File: src/rtl/load_store_buffer.sv
// load_store_buffer: in-order load/store queue that issues committed ops to memory and returns load results on the CDB.
// Define LSB_STALL_CNT_EN to add stall_cnt_o, counting BUSY cycles spent waiting on mem_done_i.
module load_store_buffer #(
  parameter int DEPTH = 8,
  parameter int TAG_W = 4
) (
  input  logic             clk,
  input  logic             rst,
  input  logic             rdy,
  input  logic             clear,
  input  logic             push_i,
  input  logic [3:0]       op_i,
  input  logic [31:0]      addr_i,
  input  logic [31:0]      data_i,
  input  logic [TAG_W-1:0] tag_i,
  output logic             full_o,
  input  logic             commit_en_i,
  output logic             mem_req_o,
  output logic             mem_we_o,
  output logic [1:0]       mem_size_o,
  output logic [31:0]      mem_addr_o,
  output logic [31:0]      mem_wdata_o,
  input  logic             mem_done_i,
  input  logic [31:0]      mem_rdata_i,
  output logic             cdb_LS_en_o,
  output logic [TAG_W-1:0] cdb_LS_tag_o,
  output logic [31:0]      cdb_LS_data_o
`ifdef LSB_STALL_CNT_EN
  , output logic [31:0]    stall_cnt_o
`endif
);
  localparam int AW = $clog2(DEPTH);
  typedef enum logic {IDLE, BUSY} state_t;
  state_t state;
  logic [3:0] op_q [DEPTH];
  logic [31:0] addr_q [DEPTH];
  logic [31:0] data_q [DEPTH];
  logic [TAG_W-1:0] tag_q [DEPTH];
  logic [AW-1:0] head, tail, head_n;
  logic [AW:0] count, credit, count_n, credit_n;
  logic push_acc, commit_acc, pop, kill;
  logic [2:0] f3;
  logic [TAG_W-1:0] cur_tag;
  logic [31:0] ld_val;
  assign pop = state == BUSY && mem_done_i;
  assign push_acc = push_i && count != (AW+1)'(DEPTH) && !clear;
  assign commit_acc = commit_en_i && credit != count;
  assign credit_n = credit + (AW+1)'(commit_acc) - (AW+1)'(pop);
  assign count_n = clear ? credit_n : count + (AW+1)'(push_acc) - (AW+1)'(pop);
  assign head_n = head + AW'(pop);
  assign ld_val = f3[1:0] == 2'b00 ? {{24{~f3[2] & mem_rdata_i[7]}}, mem_rdata_i[7:0]} :
                  f3[1:0] == 2'b01 ? {{16{~f3[2] & mem_rdata_i[15]}}, mem_rdata_i[15:0]} : mem_rdata_i;
  always_ff @(posedge clk)
    if (rdy && push_acc) begin
      op_q[tail] <= op_i;
      addr_q[tail] <= addr_i;
      data_q[tail] <= data_i;
      tag_q[tail] <= tag_i;
    end
  always_ff @(posedge clk)
    if (rst) begin
      state <= IDLE;
      head <= '0;
      tail <= '0;
      count <= '0;
      credit <= '0;
      full_o <= 1'b0;
      mem_req_o <= 1'b0;
      mem_we_o <= 1'b0;
      mem_size_o <= '0;
      mem_addr_o <= '0;
      mem_wdata_o <= '0;
      cdb_LS_en_o <= 1'b0;
      cdb_LS_tag_o <= '0;
      cdb_LS_data_o <= '0;
      kill <= 1'b0;
      f3 <= '0;
      cur_tag <= '0;
    end else if (rdy) begin
      head <= head_n;
      credit <= credit_n;
      count <= count_n;
      // a flush keeps exactly the committed prefix starting at the (post-pop) head
      tail <= clear ? head_n + credit_n[AW-1:0] : tail + AW'(push_acc);
      full_o <= count_n >= (AW+1)'(DEPTH-1);
      cdb_LS_en_o <= 1'b0;
      if (state == IDLE) begin
        if (count != '0 && credit != '0) begin
          state <= BUSY;
          mem_req_o <= 1'b1;
          mem_we_o <= op_q[head][3];
          mem_size_o <= op_q[head][1:0];
          mem_addr_o <= addr_q[head];
          mem_wdata_o <= data_q[head];
          f3 <= op_q[head][2:0];
          cur_tag <= tag_q[head];
          kill <= 1'b0;
        end
      end else if (mem_done_i) begin
        state <= IDLE;
        mem_req_o <= 1'b0;
        if (!mem_we_o && !kill && !clear) begin
          cdb_LS_en_o <= 1'b1;
          cdb_LS_tag_o <= cur_tag;
          cdb_LS_data_o <= ld_val;
        end
      end else
        kill <= kill | clear;
    end
`ifdef LSB_STALL_CNT_EN
  always_ff @(posedge clk)
    if (rst)
      stall_cnt_o <= '0;
    else if (rdy && state == BUSY && !mem_done_i)
      stall_cnt_o <= stall_cnt_o + 32'd1;
`endif
endmodule

File: config.mk
export PLATFORM = sky130hd
export DESIGN_NAME = load_store_buffer
export DESIGN_NICKNAME = d
export VERILOG_FILES = /design/src/rtl/load_store_buffer.sv
export SDC_FILE = /design/constraint.sdc
export NUM_CORES = 1
export LEC_CHECK = 0
export CORE_ASPECT_RATIO = 0.8
export CORE_MARGIN = 3
export CORE_UTILIZATION = 40
export CTS_CLUSTER_SIZE = 30
export DETAILED_ROUTE_END_ITERATION = 16
export GPL_ROUTABILITY_DRIVEN = 0
export PLACE_DENSITY = 0.62
export SLEW_MARGIN = 25
export SYNTH_ARGS = -nofsm -noshare
export SYNTH_HDL_FRONTEND = slang
export SYNTH_SLANG_ARGS = --single-unit
File: constraint.sdc
create_clock -name clk -period 11.7 [get_ports clk]
set_clock_uncertainty 0.1 [all_clocks]
set_input_delay 1.755 -clock clk [delete_from_list [all_inputs] [get_ports clk]]
set_output_delay 1.755 -clock clk [all_outputs]
set_load 0.01 [all_outputs]
==> results_dict.tcl, run 1 <==
set metrics [dict create \
    drt_wl_total_mm 56.1 \
    root_buffer "clkbuf_16" \
    synth_edf_count 576 \
    synthSimpleGateAreaFrac_pct 3.15 \
    peakVddDrop_mv 0.112 \
    die_area_um2 69800 \
    synth_compound_area_share_pct 3.71 \
    rsz0062_at_grt "false" \
    synth_area_leader_cell "edfxtp_1" \
    core_um2 65000 \
    final_max_slew_viol_count 0 \
    fin_crit_sh_pct 43.7 \
    maxCapViolCount 0 \
    routed_via_density 5.25 \
    ys_seq_area_share_pct 74.7 \
    r2r_slack_ns 8.16 \
    avgSynthCellArea_um2 19.1 \
    multiInputGateArea_um2 6320 \
    cts_resized 0 \
    die_w_um 295 \
    synthArstFlopShare_pct 0 \
    setup_violations 0 \
    area_growth_pct 20.1 \
    timing.final.hold_violations 0 \
    antenna_found_initial 10 \
    synthTopCellsByArea "edfxtp_1 (65%), mux4_2 (12%), dfxtp_1 (9.8%)" \
    cp-end-kind "flop" \
    critPathTopFamily "buffers and inverters" \
    worstSetupPathType "in -> reg" \
    crit_fanout 57 \
    synth_fa_ha_area_share_pct 0.977 \
    start_kind "input port" \
    synthXorXnorAreaFrac_pct 0.380 \
    synth_fp_nets 1527 \
    hpwl_mm 32.7 \
    placed_area_um2 29700 \
    yosysMostFrequentCell "edfxtp_1" \
    period_needed_ns 5.11 \
    nets 1749 \
    clk_path_buf_depth 3 \
    clk_pin_slew_worst_paths_ns 0.06 \
    crit_cells 6 \
    muxShareOfSynthArea_pct 15.3 \
    netlist_top_cells_count "edfxtp_1 (576), mux4_2 (144), dfxtp_1 (130)" \
    ant_nets 0 \
    finalSetupTns_ns 0 \
    cts_tree "done" \
    h-tree-depth 3 \
    maxSlewHeadroom_pct 33.5 \
    wl_per_cell_um 22.2 \
    critPathLaunch "clear" \
    io_pins 217 \
    num-fill-cells 5347 \
    grt_max_degree 114 \
    r2r_end "op_q[4][2]$_DFFE_PP_" \
    syn-instance-count 1397 \
    yosysWarnings 0 \
    status "completed" \
    crit_arrival_ns 5.22 \
    synth_cell_type_count 44 \
    io_buffers 216 \
    cp_cell_sequence "clkdlybuf4s50_1, nand2b_1, a21oi_1, nand3b_1, nor2_4, buf_4" \
    register_area_um2 19900 \
    initial_core_util_pct 41.0 \
    post_cts_buffers 0 \
    critPathRequiredTime_ns 11.81 \
    slowest_stage "clkdlybuf4s50_1" \
    fmax_mhz 196 \
    max_stage_delay_ns 0.80 \
    grt_pass1_vias 13800 \
    synth_top_cell_area_share_pct 64.9 \
    ys_seq_elements 706 \
    grtUsageTotal_pct 16.1 \
    synth_top_family_by_area "multiplexers" \
    final_area_um2 32000 \
    clk_latency_ns 0.60 \
    rr_worst_depth 6 \
    p_leak_nw 9.78 \
    grt_first_pass_wirelength_mm 85.6 \
    dieHeight_um 237 \
    drcViolationCount 0 \
    tightest_slew_ns 0.997 \
    drive_above_1_share_pct 17.5 \
    power.density_nw_per_um2 172 \
    grt_overflow 0 \
    cts_hold_buffers 0 \
    first_pass_iters 5 \
    dr_total_vias 13300 \
    cts-buffers-inserted 71 \
    crit_end "op_q[4][2]$_DFFE_PP_" \
    cts_sinks 706 \
    drtIter0Drc 954 \
    syn_area_um2 26600 \
    total_power_mw 5.50 \
    hp-class "reg -> reg" \
    num_rows 83 \
    synth-main-ff-cell "edfxtp_1" \
    r2r_start "count[2]$_SDFFE_PP0P_" \
    critPathBufInv 2 \
]
[cell families (layout without fill, tap and decap cells)]
kind of cell,Yosys count,in the layout
buffers and inverters,100,380
AO/OA/AOI/OAI,134,134
AND/OR/NAND/NOR,202,202
adder cells (fa/ha/maj),19,19
other,0,3
flip-flops,706,706
multiplexers,226,226
XOR/XNOR,10,10
[worst min-delay path by stage]
stage | start | endpoint | slack [ns] | cells past startpoint
after floorplan | cur_tag[0]$_SDFFE_PP0P_ | cdb_LS_tag_o[0]$_SDFFE_PP0P_ | 0.33 | 2
after detailed placement | cdb_LS_tag_o[0]$_SDFFE_PP0P_ | cdb_LS_tag_o[0]$_SDFFE_PP0P_ | 0.35 | 2
after CTS | cdb_LS_tag_o[0]$_SDFFE_PP0P_ | cdb_LS_tag_o[0]$_SDFFE_PP0P_ | 0.36 | 2
final | cur_tag[1]$_SDFFE_PP0P_ | cdb_LS_tag_o[1]$_SDFFE_PP0P_ | 0.36 | 2
after global placement | cdb_LS_data_o[1]$_SDFFE_PP0P_ | cdb_LS_data_o[1]$_SDFFE_PP0P_ | 0.34 | 2
after global routing | cdb_LS_data_o[5]$_SDFFE_PP0P_ | cdb_LS_data_o[5]$_SDFFE_PP0P_ | 0.38 | 2
[tightest hold or removal path, delay by kind of cell, from the launching register on]
kind / cells / cell delay (ns)
DFF: 1 / 0.31
and+or+nand+nor: 1 / 0.05
AOI/OAI and AO/OA: 1 / 0.05
[power breakdown]
part           switching [mW]  internal, mW
clock                   0.945          1.28
combinational           0.224         0.212
sequential             0.0477          2.79
[state kept, by name (all words and copies together), names as in the netlist, 4 cells and up, named ones only]
| signal | flops |
|---|---|
| addr_q | 256 |
| cdb_LS_data_o | 32 |
| cdb_LS_tag_o | 4 |
| count | 4 |
| credit | 4 |
| cur_tag | 4 |
| data_q | 256 |
| mem_addr_o | 32 |
| mem_wdata_o | 32 |
| op_q | 32 |
| tag_q | 32 |
[layout make-up]
cell class	instances	area share (%)
Multi-Input combinational cell	591	19.7
Sequential cell	706	62.2
Tap cell	850	3.32
Clock inverter	38	1.12
Clock buffer	93	6.12
Antenna cell	3	0.0234
Timing Repair Buffer	236	7.32
Inverter	13	0.152
[layout by cell type, fill, tap and decap left out, types with 3 or more instances in the layout]
cell type and instances:
inv_1 13, buf_4 19, xor2_1 6, dfxtp_4 3, clkbuf_16 72, nand2b_1 8
nor2_4 6, mux2i_1 81, ha_1 16, bufinv_16 4, edfxtp_1 576, nand2_1 53
mux4_2 144, dfxtp_1 127, fa_1 3, inv_6 3, xnor2_1 3, a21oi_1 22
nand3_1 3, diode_2 3, clkdlybuf4s50_1 215, clkinv_2 16, clkbuf_8 8, clkbuf_1 13
a211oi_1 101, nor2_1 117, clkinv_1 9
[metal layers]
metal | GRT usage (%) | vias to the layer above | routed length (µm)
met3 | 4.25 | 80 | 3410
met1 | 22.5 | 6812 | 25300
met5 | 0 | - | 103
met4 | 3.26 | 16 | 823
li1 | - | 6036 | -
met2 | 25.7 | 331 | 26400
[through the flow]
step | cells | hold slack, ns | utilization, % | worst slack [ns]
CTS | 2526 | 0.360 | 49.2 | 6.61
floorplan | 1397 | 0.332 | - | 3.67
finish | 2530 | 0.360 | 49.2 | 6.59
global route | 2528 | 0.375 | 49.2 | 6.42
detailed placement | 2395 | 0.352 | 45.6 | 5.99
global placement | 2395 | 0.344 | 45.6 | 6.04
Power figures use the tool's default switching activity.
==> inputs of run 2 (changes only) <==
--- a/config.mk
+++ b/config.mk
@@ -11,7 +11,7 @@
 export CTS_CLUSTER_SIZE = 30
 export DETAILED_ROUTE_END_ITERATION = 16
 export GPL_ROUTABILITY_DRIVEN = 0
-export PLACE_DENSITY = 0.62
+export PLACE_DENSITY = 0.65
 export SLEW_MARGIN = 25
 export SYNTH_ARGS = -nofsm -noshare
 export SYNTH_HDL_FRONTEND = slang
==> constraint.sdc (replaced) <==
create_clock -name clk -period 4.6 [get_ports clk]
set_clock_uncertainty 0.1 [all_clocks]
set_input_delay 0.69 -clock clk [delete_from_list [all_inputs] [get_ports clk]]
set_output_delay 0.69 -clock clk [all_outputs]
set_load 0.01 [all_outputs]
==> run 2 against run 1 <==
Against the previous run: routed wire length about the same; final area grew 0.77%; sequential share of layout area decreased by 0.48 points; non-clock buffer count up 4; sequential power rose to 2.5 times the previous value; final cell count is essentially flat; combinational power grew to 2.6 times the previous value; core utilization is 0.38 points higher; via count increased by 0.54%; critical path depth is 5 higher; power grew to 2.6 times the previous value; critical endpoint is now tail[2]$_SDFFE_PP0P_; largest power group unchanged.
==> results_dict.tcl, run 2 (synthesis gave the netlist of run 1 again) <==
set metrics [dict create \
    routed_via_density 5.27 \
    die_area_um2 69800 \
    initial_core_util_pct 41.0 \
    tightest_slew_ns 0.876 \
    crit_fanout 5 \
    critPathRequiredTime_ns 4.97 \
    timing.final.hold_violations 0 \
    h-tree-depth 3 \
    rr_worst_depth 11 \
    critPathLaunch "credit[1]$_SDFFE_PP0P_" \
    drtIter0Drc 778 \
    crit_end "tail[2]$_SDFFE_PP0P_" \
    io_buffers 216 \
    wl_per_cell_um 22.1 \
    hp-class "reg -> reg" \
    r2r_end "tail[2]$_SDFFE_PP0P_" \
    status "completed" \
    p_leak_nw 9.84 \
    io_pins 217 \
    dieHeight_um 237 \
    area_growth_pct 21.1 \
    cts_tree "done" \
    grtUsageTotal_pct 16.2 \
    die_w_um 295 \
    nets 1752 \
    clk_latency_ns 0.61 \
    grt_max_degree 148 \
    drt_wl_total_mm 56.1 \
    post_cts_buffers 0 \
    clk_path_buf_depth 3 \
    cp-end-kind "flop" \
    layout_common_cells "edfxtp_1 (576), clkdlybuf4s50_1 (215), mux4_2 (144)" \
    grt_overflow 0 \
    grt_first_pass_wirelength_mm 85.0 \
    maxSlewHeadroom_pct 41.6 \
    clk_pin_slew_worst_paths_ns 0.06 \
    total_power_mw 14.2 \
    antenna_found_initial 8 \
    final_max_slew_viol_count 0 \
    min_path_cells 2 \
    largestRegisters "addr_q (256), data_q (256)" \
    period_needed_ns 3.34 \
    r2r_start "credit[1]$_SDFFE_PP0P_" \
    drive_above_1_share_pct 17.7 \
    fin_crit_sh_pct 72.6 \
    worstSetupPathType "reg -> reg" \
    start_kind "flop" \
    first_pass_iters 4 \
    peakVddDrop_mv 0.244 \
    root_buffer "clkbuf_16" \
    drcViolationCount 0 \
    num_rows 83 \
    r2r_slack_ns 1.26 \
    power.density_nw_per_um2 439 \
    finalSetupTns_ns 0 \
    setup_violations 0 \
    ant_nets 0 \
    cts-buffers-inserted 70 \
    maxCapViolCount 0 \
    rsz0062_at_grt "false" \
    dr_total_vias 13300 \
    cts_sinks 706 \
    hpwl_mm 30.7 \
    fmax_mhz 300 \
    final_common_cell "edfxtp_1" \
    cts_hold_buffers 0 \
    grt_pass1_vias 13800 \
    core_um2 65000 \
    crit_arrival_ns 3.71 \
    cts_resized 0 \
]
==> run 2: cell types whose count changed in the layout (fill, tap and decap cells not counted), moves of 3 or more <==
cell,before,now
buf_12,1,12
buf_4,19,12
bufinv_16,4,7
clkbuf_1,13,17
clkbuf_8,8,12
clkinv_1,9,3
clkinv_2,16,9
==> run 2: worst min path at each step <==
stage               slack, ns                      endpoint                    startpoint
global placement         0.34  cdb_LS_tag_o[0]$_SDFFE_PP0P_  cdb_LS_tag_o[0]$_SDFFE_PP0P_
CTS                      0.36  cdb_LS_tag_o[0]$_SDFFE_PP0P_  cdb_LS_tag_o[0]$_SDFFE_PP0P_
floorplan                0.33  cdb_LS_tag_o[0]$_SDFFE_PP0P_       cur_tag[0]$_SDFFE_PP0P_
global route             0.38  cdb_LS_tag_o[0]$_SDFFE_PP0P_       cur_tag[0]$_SDFFE_PP0P_
finish                   0.35  cdb_LS_tag_o[0]$_SDFFE_PP0P_  cdb_LS_tag_o[0]$_SDFFE_PP0P_
detailed placement       0.35  cdb_LS_tag_o[0]$_SDFFE_PP0P_  cdb_LS_tag_o[0]$_SDFFE_PP0P_
==> run 2: layout make-up <==
| type | count | area, µm² |
|---|---|---|
| Multi-Input combinational cell | 591 | 6330 |
| Timing Repair Buffer | 240 | 2490 |
| Inverter | 13 | 48.8 |
| Tap cell | 850 | 1060 |
| Antenna cell | 2 | 5.00 |
| Fill cell | 5309 | 32700 |
| Sequential cell | 706 | 19900 |
| Clock buffer | 100 | 2010 |
| Clock inverter | 30 | 399 |
==> run 2: per-layer routing <==
layer / vias up / wire [µm] / global-route usage (%)
met5: - / 61 / 0
met4: 10 / 1020 / 4.13
met3: 87 / 3250 / 3.58
met2: 323 / 26300 / 25.6
met1: 6877 / 25400 / 22.8
li1: 6050 / - / -
==> run 2: power by group <==
group / switching, mW / internal, mW / leakage, nW
clock network: 2.38 / 3.46 / 1.17
logic: 0.581 / 0.545 / 2.42
registers: 0.117 / 7.09 / 6.25
total: 3.08 / 11.1 / 9.84
==> run 2: through the flow <==
step	util, %	worst slack (ns)	cells	area [µm²]	hold slack, ns
2_1_floorplan	-	-0.434	1397	26700	0.332
3_3_place_gp	45.9	0.741	2400	29800	0.342
3_5_place_dp	45.9	0.738	2400	29800	0.349
4_1_cts	49.6	1.24	2530	32300	0.357
5_1_grt	49.6	1.08	2530	32300	0.376
6_report	49.6	1.26	2532	32300	0.354
==> run 2: critical path: stages (launching register included) <==
cell	delay, ns
dfxtp_1	0.36
xor2_1	0.18
o41ai_1	0.40
ha_1	0.29
inv_1	0.06
ha_1	0.19
fa_1	0.50
fa_1	0.41
xnor3_1	0.35
xor2_1	0.15
a21oi_1	0.16
nor3_1	0.07
==> inputs of run 3 (changes only) <==
--- a/config.mk
+++ b/config.mk
@@ -11,7 +11,7 @@
 export CTS_CLUSTER_SIZE = 30
 export DETAILED_ROUTE_END_ITERATION = 16
 export GPL_ROUTABILITY_DRIVEN = 0
-export PLACE_DENSITY = 0.65
+export PLACE_DENSITY = 0.62
 export SLEW_MARGIN = 25
 export SYNTH_ARGS = -nofsm -noshare
 export SYNTH_HDL_FRONTEND = slang
==> constraint.sdc (replaced) <==
create_clock -name clk -period 3.3 [get_ports clk]
set_clock_uncertainty 0.1 [all_clocks]
set_input_delay 0.495 -clock clk [delete_from_list [all_inputs] [get_ports clk]]
set_output_delay 0.495 -clock clk [all_outputs]
set_load 0.01 [all_outputs]
==> run 3 against run 2 <==
Against the previous run: via count up 1.3%; first-iteration DRC count down 12%; global-route usage up 0.68 points; sequential power up 39%; critical endpoint unchanged; largest power group unchanged.
==> results_dict.tcl, run 3 (synthesis gave the netlist of run 1 again) <==
set metrics [dict create \
    status "completed" \
    dieHeight_um 237 \
    h-tree-depth 3 \
    power.density_nw_per_um2 603 \
    area_growth_pct 22.1 \
    instances_no_fill 2560 \
    antenna_found_initial 9 \
    largestRegisters "addr_q (256), data_q (256)" \
    grt_overflow 0 \
    wl_met2_mm 26.8 \
    total_power_mw 19.6 \
    drive_above_1_share_pct 19.0 \
    maxCapViolCount 0 \
    grt_first_pass_wirelength_mm 88.1 \
    drt_wl_total_mm 58.0 \
    drtIter0Drc 681 \
    grtUsageTotal_pct 16.8 \
    period_needed_ns 3.07 \
    cts_hold_buffers 0 \
    num-fill-cells 5279 \
    io_buffers 216 \
    maxSlewHeadroom_pct 52.9 \
    final_max_slew_viol_count 0 \
    io_pins 217 \
    cts_sinks 706 \
    crit_arrival_ns 3.47 \
    cp-end-kind "flop" \
    clk_path_buf_depth 3 \
    highest_layer "met5" \
    nets 1780 \
    root_buffer "clkbuf_16" \
    final_common_cell "edfxtp_1" \
    grt_max_degree 76 \
    core_um2 65000 \
    die_area_um2 69800 \
    drcViolationCount 0 \
    dr_total_vias 13500 \
    fmax_mhz 326 \
    peakVddDrop_mv 0.320 \
    wirelength_met1_mm 26.3 \
    start_kind "flop" \
    fin_crit_sh_pct 92.9 \
    clk_latency_ns 0.59 \
    routed_via_density 5.28 \
    hp-class "in -> reg" \
    critPathRequiredTime_ns 3.71 \
    wl_per_cell_um 22.7 \
    p_leak_nw 9.97 \
    ant_nets 0 \
    r2r_slack_ns 0.23 \
    layout_common_cells "edfxtp_1 (576), clkdlybuf4s50_1 (215), mux4_2 (144)" \
    initial_core_util_pct 41.0 \
    clk_pin_slew_worst_paths_ns 0.06 \
    grt_pass1_vias 14000 \
    first_pass_iters 5 \
    crit_fanout 2 \
    rsz0062_at_grt "false" \
    tightest_slew_ns 0.706 \
    dr_wl_met3_mm 3.67 \
    dpl.cell_count 2426 \
    cts-buffers-inserted 71 \
    final_area_um2 32500 \
    cts_tree "done" \
    placed_area_um2 30200 \
    finalSetupTns_ns 0 \
    num_rows 83 \
    worstSetupPathType "reg -> reg" \
    timing.final.hold_violations 0 \
    die_w_um 295 \
    hpwl_mm 32.0 \
    setup_violations 0 \
]
-- run 3: report_power, final --
part           internal (mW)  switching (mW)  leakage, nW  total (mW)
sequential              9.89           0.154         6.25        10.0
combinational          0.831           0.853         2.60        1.68
clock                   4.59            3.30         1.13        7.88
total                   15.3            4.30         9.97        19.6
-- run 3: final cells by class --
| cell class | instances | area (µm²) | share of cell area [%] |
|---|---|---|---|
| antenna | 2 | 5.00 | 0.0154 |
| clock buffer | 107 | 2110 | 6.48 |
| clock inverter | 24 | 190 | 0.585 |
| inverter | 13 | 48.8 | 0.150 |
| multi-input combinational | 591 | 6370 | 19.6 |
| sequential | 706 | 19900 | 61.2 |
| tap | 850 | 1060 | 3.27 |
| timing repair buffer | 267 | 2830 | 8.70 |
-- run 3: metal layers --
layer / up-vias / GRT usage (%)
met3: 98 / 4.39
met5: - / 0.906
li1: 6103 / -
met4: 14 / 4.19
met2: 326 / 26.2
met1: 6973 / 23.7
-- run 3: repair_timing --
item | in CTS | in global routing
resized for setup | 1 | 2
endpoints found under the hold margin | 0 | 0
buffers inserted | 0 | 1
pin swaps | 0 | 5
setup endpoints to repair | 1 | 1
-- run 3: worst paths after layout --
kind | from | end | cells after the start
worst max-delay path | credit[0]$_SDFFE_PP0P_ | tail[2]$_SDFFE_PP0P_ | 11
worst min-delay path | rst | state$_SDFFE_PP0P_ | 2
worst max register to register | credit[0]$_SDFFE_PP0P_ | tail[2]$_SDFFE_PP0P_ | 11
worst min register to register | cur_tag[1]$_SDFFE_PP0P_ | cdb_LS_tag_o[1]$_SDFFE_PP0P_ | 2
-- run 3: critical path, stage by stage (launching register included) --
cell     delay (ns)
dfxtp_1        0.32
xor2_1         0.17
o41ai_2        0.42
ha_1           0.30
inv_1          0.06
ha_2           0.18
fa_1           0.46
fa_2           0.36
xnor3_1        0.22
xor2_1         0.16
a21oi_1        0.08
nor3_1         0.16
-- run 3: through the flow --
stage / util, % / setup WS [ns] / hold WS, ns
2_1_floorplan: - / -0.284 / 0.332
3_3_place_gp: 46.5 / -0.213 / 0.345
3_5_place_dp: 46.5 / -0.234 / 0.347
4_1_cts: 50.0 / 0.0292 / 0.187
5_1_grt: 50.0 / 0.0657 / 0.205
6_report: 50.0 / 0.233 / 0.229
